`src/rtl/uart_host_responder.sv`:
```
// uart_host_responder: request/response engine over a 16-word register file with burst write and streamed burst read.
module uart_host_responder #(
  parameter logic [15:0] CMD_PING  = 16'h0000,
  parameter logic [15:0] CMD_WRITE = 16'h0001,
  parameter logic [15:0] CMD_READ  = 16'h0002
) (
  input  logic        clk,
  input  logic        rst,
  input  logic        i_ih_ready,
  output logic        o_master_ready,
  input  logic [31:0] i_in_command,
  input  logic [31:0] i_in_address,
  input  logic [31:0] i_in_data,
  input  logic [27:0] i_in_data_count,
  input  logic        i_oh_ready,
  output logic        o_oh_en,
  output logic [31:0] o_out_status,
  output logic [31:0] o_out_address,
  output logic [31:0] o_out_data,
  output logic [27:0] o_out_data_count
);
  typedef enum logic [1:0] {IDLE, WR_COLLECT, RESP, RD_STREAM} state_t;
  state_t state, state_nx;
  logic [31:0] mem [16];
  logic [31:0] cmd_q, addr_q, c_cmd, c_addr;
  logic [27:0] n_q, off, c_n, n_in;
  logic err_q, en_q, c_err, err_in, idle, take, c_write, c_read, last_wr, we, enter_resp;
  logic [3:0] widx, ridx;
  // c_* select the live request inputs in IDLE and the latched request otherwise
  always_comb begin
    idle = state == IDLE;
    o_master_ready = idle || state == WR_COLLECT;
    take = i_ih_ready && o_master_ready;
    o_oh_en = (state == RESP || state == RD_STREAM) && i_oh_ready && !en_q;
    n_in = i_in_data_count == 28'd0 ? 28'd1 : i_in_data_count;
    err_in = |i_in_address[31:4] || !(i_in_command[15:0] == CMD_PING ||
             i_in_command[15:0] == CMD_WRITE || i_in_command[15:0] == CMD_READ);
    c_cmd = idle ? i_in_command : cmd_q;
    c_addr = idle ? i_in_address : addr_q;
    c_n = idle ? n_in : n_q;
    c_err = idle ? err_in : err_q;
    c_write = c_cmd[15:0] == CMD_WRITE;
    c_read = c_cmd[15:0] == CMD_READ && !c_err;
    last_wr = idle ? c_n == 28'd1 : off == n_q - 28'd1;
    we = take && c_write && !c_err;
    widx = c_addr[3:0] + (idle ? 4'd0 : off[3:0]);
    ridx = addr_q[3:0] + (state == RESP ? 4'd1 : off[3:0] + 4'd1);
    state_nx = state;
    if (idle && take) state_nx = c_write && !last_wr ? WR_COLLECT : RESP;
    if (state == WR_COLLECT && take && last_wr) state_nx = RESP;
    if (state == RESP && o_oh_en) state_nx = c_read && n_q > 28'd1 ? RD_STREAM : IDLE;
    if (state == RD_STREAM && o_oh_en && off == n_q - 28'd1) state_nx = IDLE;
    enter_resp = state_nx == RESP && state != RESP;
  end
  always_ff @(posedge clk or posedge rst) begin
    if (rst) begin
      state <= IDLE;
      off <= 28'd0;
      en_q <= 1'b0;
      cmd_q <= 32'h0;
      addr_q <= 32'h0;
      n_q <= 28'd0;
      err_q <= 1'b0;
      o_out_status <= 32'h0;
      o_out_address <= 32'h0;
      o_out_data <= 32'h0;
      o_out_data_count <= 28'h0;
    end else begin
      state <= state_nx;
      en_q <= o_oh_en;
      if (idle && take) begin
        cmd_q <= i_in_command;
        addr_q <= i_in_address;
        n_q <= n_in;
        err_q <= err_in;
        off <= 28'd1;
      end else if (state == WR_COLLECT && take) begin
        off <= off + 28'd1;
      end else if (o_oh_en && state_nx == RD_STREAM) begin
        off <= state == RESP ? 28'd1 : off + 28'd1;
        o_out_data <= mem[ridx];
      end
      if (enter_resp) begin
        o_out_status <= {~c_cmd[31] & ~c_err, ~c_cmd[30:0]};
        o_out_address <= c_addr;
        o_out_data_count <= c_read ? c_n : 28'd1;
        o_out_data <= c_err ? 32'h0 : c_write ? {4'h0, c_n} : c_read ? mem[c_addr[3:0]] : 32'h0;
      end
    end
  end
  // register file keeps its contents across reset
  always_ff @(posedge clk) begin
    if (we) mem[widx] <= i_in_data;
  end
endmodule

```
`config.mk`:
```
export PLATFORM = sky130hd
export DESIGN_NAME = uart_host_responder
export DESIGN_NICKNAME = d
export VERILOG_FILES = /design/src/rtl/uart_host_responder.sv
export SDC_FILE = /design/constraint.sdc
export NUM_CORES = 2
export LEC_CHECK = 0
export CAP_MARGIN = 10
export CORE_ASPECT_RATIO = 0.9
export CORE_UTILIZATION = 35
export CTS_BUF_LIST = sky130_fd_sc_hd__clkbuf_16
export CTS_CLUSTER_DIAMETER = 150
export CTS_CLUSTER_SIZE = 14
export DETAILED_ROUTE_END_ITERATION = 6
export GPL_TIMING_DRIVEN = 0
export MAX_ROUTING_LAYER = met4
export PLACE_DENSITY = 0.53
export SLEW_MARGIN = 25
export SYNTH_ARGS = -nofsm -noshare
export SYNTH_HDL_FRONTEND = slang
export SYNTH_SLANG_ARGS = --single-unit
```
`constraint.sdc`:
```
create_clock -name clk -period 13 [get_ports clk]
set_input_delay 3.25 -clock clk [delete_from_list [all_inputs] [get_ports clk]]
set_output_delay 3.25 -clock clk [all_outputs]
set_load 0.01 [all_outputs]
```
==> impl_metrics.yaml <==
run_status:
  run_status: "finished clean"
worst_setup_path:
  worstPathCellList: "clkdlybuf4s50_1 > nand2_1 > or2_2 > clkbuf_1 > inv_2 > buf_1 > clkdlybuf4s50_1"
  critical_path.startpoint_type: "primary input"
  startpoint: "i_oh_ready"
  rr_startpoint: "state[0]$_DFF_PP0_"
  cpMaxStageDelayCell: "sky130_fd_sc_hd__clkdlybuf4s50_1"
  cp_num_buf_inv: 5
  critPathRequiredTime_ns: 9.75
  r2r_setup_slack_ns: 6.27
  most_prevalent_standard_cell_on_the_critical_path: "sky130_fd_sc_hd__clkdlybuf4s50_1"
  timing.setup.critical_path_class: "in -> out"
  crit_arrival_ns: 5.87
  max_stage_delay_ns: 0.66
  endpoint_kind: "primary output"
  r2r_end: "mem[0][8]$_DFFE_PP_"
  r2r_cells: 16
  cp_top_family: "buffers and inverters"
  max_fo_critical_path: 11
logic_synthesis:
  synth.area.top_cells: "sky130_fd_sc_hd__edfxtp_1 42%, sky130_fd_sc_hd__mux4_2 18%, sky130_fd_sc_hd__dfrtp_1 17%"
  synthArstFlopShare: 0.326
  fraction_of_synthesized_cell_area_in_xor_and_xnor_cells: 0.00946
  synth_largest_type_area_fraction: 0.415
  mappedNetlistArea_mm2: 0.0370
  synth_top_family_by_area: "multiplexers"
  seq_area_frac_synth: 0.583
  count_of_cell_types_in_the_netlist: 82
  synth_cells: 2337
  mappedNetlistNets: 2476
  syn-mean-instance-area_um2: 15.9
  dominantRegCellSynth: "sky130_fd_sc_hd__edfxtp_1"
  synth_compound_area_frac: 0.0622
  synth_fa_ha_area_frac: 0.00412
  synth_top_cell_by_area: "sky130_fd_sc_hd__edfxtp_1"
  yosys_warning_total: 0
  synth_edf_count: 512
  synth.area.mux_share: 0.262
  postSynthRegisterBits: 760
  synthSimpleGateAreaFrac: 0.0568
sta:
  setup_viol: 0
  worst_pin_slew_ns: 1.10
  worst_hold_slack_ns: 0.500
  slew_headroom: 0.264
  final.min_clock_period_ns: 9.12
  setup_ws_ns: 3.88
  skew_ns: 0.0210
  clock.fmax_mhz: 110
  hold_violations: 0
  grt_setup_unrepaired: "no"
  final_min_period_over_clock_period: 0.701
  timing_max_transition_violations_final: 0
clocking:
  cts.repair_timing.setup_buffer_count: 0
  tritoncts_clock_tree: "built"
  ctsHoldBuffers: 0
  post_cts.resized_instances: 0
  cts_root_buf: "sky130_fd_sc_hd__clkbuf_16"
  clock_latency_ns: 0.69
  clk_pin_slew_ns: 0.07
  clk_path_buf_depth: 3
  tritoncts.num_buffers: 60
  numClockSinks: 760
  cts_max_level: 2
pwr:
  total_leakage_power_uw: 0.0161
  ir_worst_vdd_mv: 0.119
  total_power_uw: 6390
  power.density_cell_area_mw_per_mm2: 145
routing:
  count_of_antenna_violating_nets_left_after_detailed_routing: 0
  detailroute.via_count: 24400
  initial_drt_markers: 2411
  remaining_drc_errors: 0
  detail_route.wl_per_cell_um: 30.4
  drt_first_pass_iters: 5
  via_per_inst: 5.99
  detailed_route_wire_length_um: 124000
global_route:
  use_met3: 0.0565
  initial_antenna_violation_count: 10
  globalRouteTotalUtil: 0.236
  grt_overflow: 0
  groute.layer.met2.usage: 0.356
  grt_busiest_layer: "met2"
  first_pass_grt_wire_length_um: 178000
  first_global_vias: 24700
  global_route.usage.met1: 0.320
  grt_start_max_net_pins: 91
worst_hold_path:
  worstHoldStart: "o_out_status[12]$_DFFE_PP0N_"
  min_delay_worst_endpoint: "o_out_status[12]$_DFFE_PP0N_"
  holdPathStages: 1
  hp-class: "reg -> reg"
run:
  max-cap-violations: 0
placement:
  detailedPlacementHpwl_um: 91800
  gp_congestion: 0.911
  pre_cts_ws_ns: 3.94
  port_buffers: 253
die:
  core-area_mm2: 0.104
  fp.dieW_um: 345
  height_of_the_die_um: 311
  row_cnt: 112
  floorplan.initialDensity: 0.355
  floorplan.die_area_mm2: 0.107
  io_pins: 254
finish:
  finish.net_count: 2830
  share_of_post_route_cells_with_drive_strength_above_1: 0.259
  synthesis_to_layout_area_growth_pct: 18.9
==> state kept, by name (all words and copies together), names as in the netlist <==
signal,flops
o_out_address,32
cmd_q,32
en_q,1
addr_q,32
o_out_data,32
mem,512
off,28
err_q,1
n_q,28
o_out_status,32
o_out_data_count,28
state,2
==> kinds of logic (layout without fill, tap and decap cells) <==
family	Yosys count	in the layout
flip-flops	760	760
multiplexers	586	586
AND/OR/NAND/NOR	428	428
AO/OA/AOI/OAI	306	306
buffers and inverters	206	571
XOR/XNOR	40	40
adder cells (fa/ha/maj)	11	11
other	0	9
==> per-stage QoR <==
stage | area (µm²) | setup TNS [ns] | cells | util
5_1_grt | 44000 | 0 | 4078 | 0.422
2_1_floorplan | 37000 | 0 | 2337 | -
3_3_place_gp | 41300 | -124.38 | 3958 | 0.396
6_report | 44000 | 0 | 4079 | 0.422
3_5_place_dp | 42400 | 0 | 3997 | 0.407
4_1_cts | 44000 | 0 | 4070 | 0.422
==> layer usage <==
| metal | part of all wire | routed length (µm) | vias up |
|---|---|---|---|
| li1 | - | - | 10100 |
| met1 | 0.41 | 51400 | 12900 |
| met2 | 0.46 | 57300 | 1227 |
| met3 | 0.099 | 12300 | 158 |
| met4 | 0.025 | 3100 | 0 |
| met5 | 0 | 0 | - |
==> report_power, final <==
part	internal [µW]	leakage [µW]	switching, µW	total, µW
sequential	2630	0.00784	64.9	2690
combinational	844	0.00744	1150	2000
clock	823	0.000822	875	1700
total	4300	0.0161	2090	6390
==> placed cells by master (no fill, tap or decap), drive strengths merged, types with 32 or more instances in the layout <==
cell type | synthesis | final
mux2i | 120 | 120
nand2 | 56 | 56
nand3 | 37 | 37
dfrtp | 248 | 248
a21oi | 74 | 74
o22ai | 39 | 39
mux4 | 288 | 288
buf | 64 | 99
edfxtp | 512 | 512
mux2 | 178 | 178
nor4 | 32 | 32
nor2 | 166 | 166
nor3 | 49 | 49
clkbuf | 116 | 180
inv | 26 | 37
clkdlybuf4s50 | 0 | 253
==> area by class of cell <==
type	instances	area, µm²
diodes	9	22.5
plain buffers	180	803
clock buffers	60	1500
clock inverters	13	111
fillers	9309	60200
inverters	26	105
multi-input cells	1371	14700
flip-flops and latches	760	21600
well taps	1368	1710
repair buffers	292	3470
==> cells in the mapped netlist, types with 6 or more instances <==
library cell,count
sky130_fd_sc_hd__o21ai_0,23
sky130_fd_sc_hd__inv_1,25
sky130_fd_sc_hd__a211o_1,6
sky130_fd_sc_hd__a2bb2oi_1,28
sky130_fd_sc_hd__edfxtp_1,512
sky130_fd_sc_hd__a31oi_1,31
sky130_fd_sc_hd__o22ai_1,39
sky130_fd_sc_hd__nand3_1,37
sky130_fd_sc_hd__o2bb2ai_1,7
sky130_fd_sc_hd__buf_2,24
sky130_fd_sc_hd__ha_1,9
sky130_fd_sc_hd__a21oi_1,73
sky130_fd_sc_hd__clkbuf_1,116
sky130_fd_sc_hd__a211oi_1,19
sky130_fd_sc_hd__nor2_1,165
sky130_fd_sc_hd__xnor2_1,21
sky130_fd_sc_hd__nand4_1,9
sky130_fd_sc_hd__mux2i_1,120
sky130_fd_sc_hd__nor2b_1,8
sky130_fd_sc_hd__nand2_1,54
sky130_fd_sc_hd__dfrtp_1,248
sky130_fd_sc_hd__mux4_2,288
sky130_fd_sc_hd__nor3_1,48
sky130_fd_sc_hd__or3_1,18
sky130_fd_sc_hd__nor4_1,32
sky130_fd_sc_hd__a22o_1,14
sky130_fd_sc_hd__xor2_1,19
sky130_fd_sc_hd__mux2_2,170
sky130_fd_sc_hd__or2_2,11
sky130_fd_sc_hd__a211oi_2,12
sky130_fd_sc_hd__buf_1,30
sky130_fd_sc_hd__mux2_1,8
sky130_fd_sc_hd__and2_1,6
sky130_fd_sc_hd__nand2b_1,6
sky130_fd_sc_hd__a221oi_2,16
==> how the worst max path moves through the flow <==
stage	endpoint	slack [ns]	depth (start not counted)
final	o_oh_en	3.88	7
after detailed placement	o_oh_en	3.94	7
after floorplan	addr_q[0]$_DFFE_PP0P_	2.94	1
after CTS	o_oh_en	3.93	7
after global placement	o_out_data_count[5]$_DFFE_PP0N_	-0.57	2
after global routing	o_oh_en	3.78	7
Power figures use the tool's default switching activity.
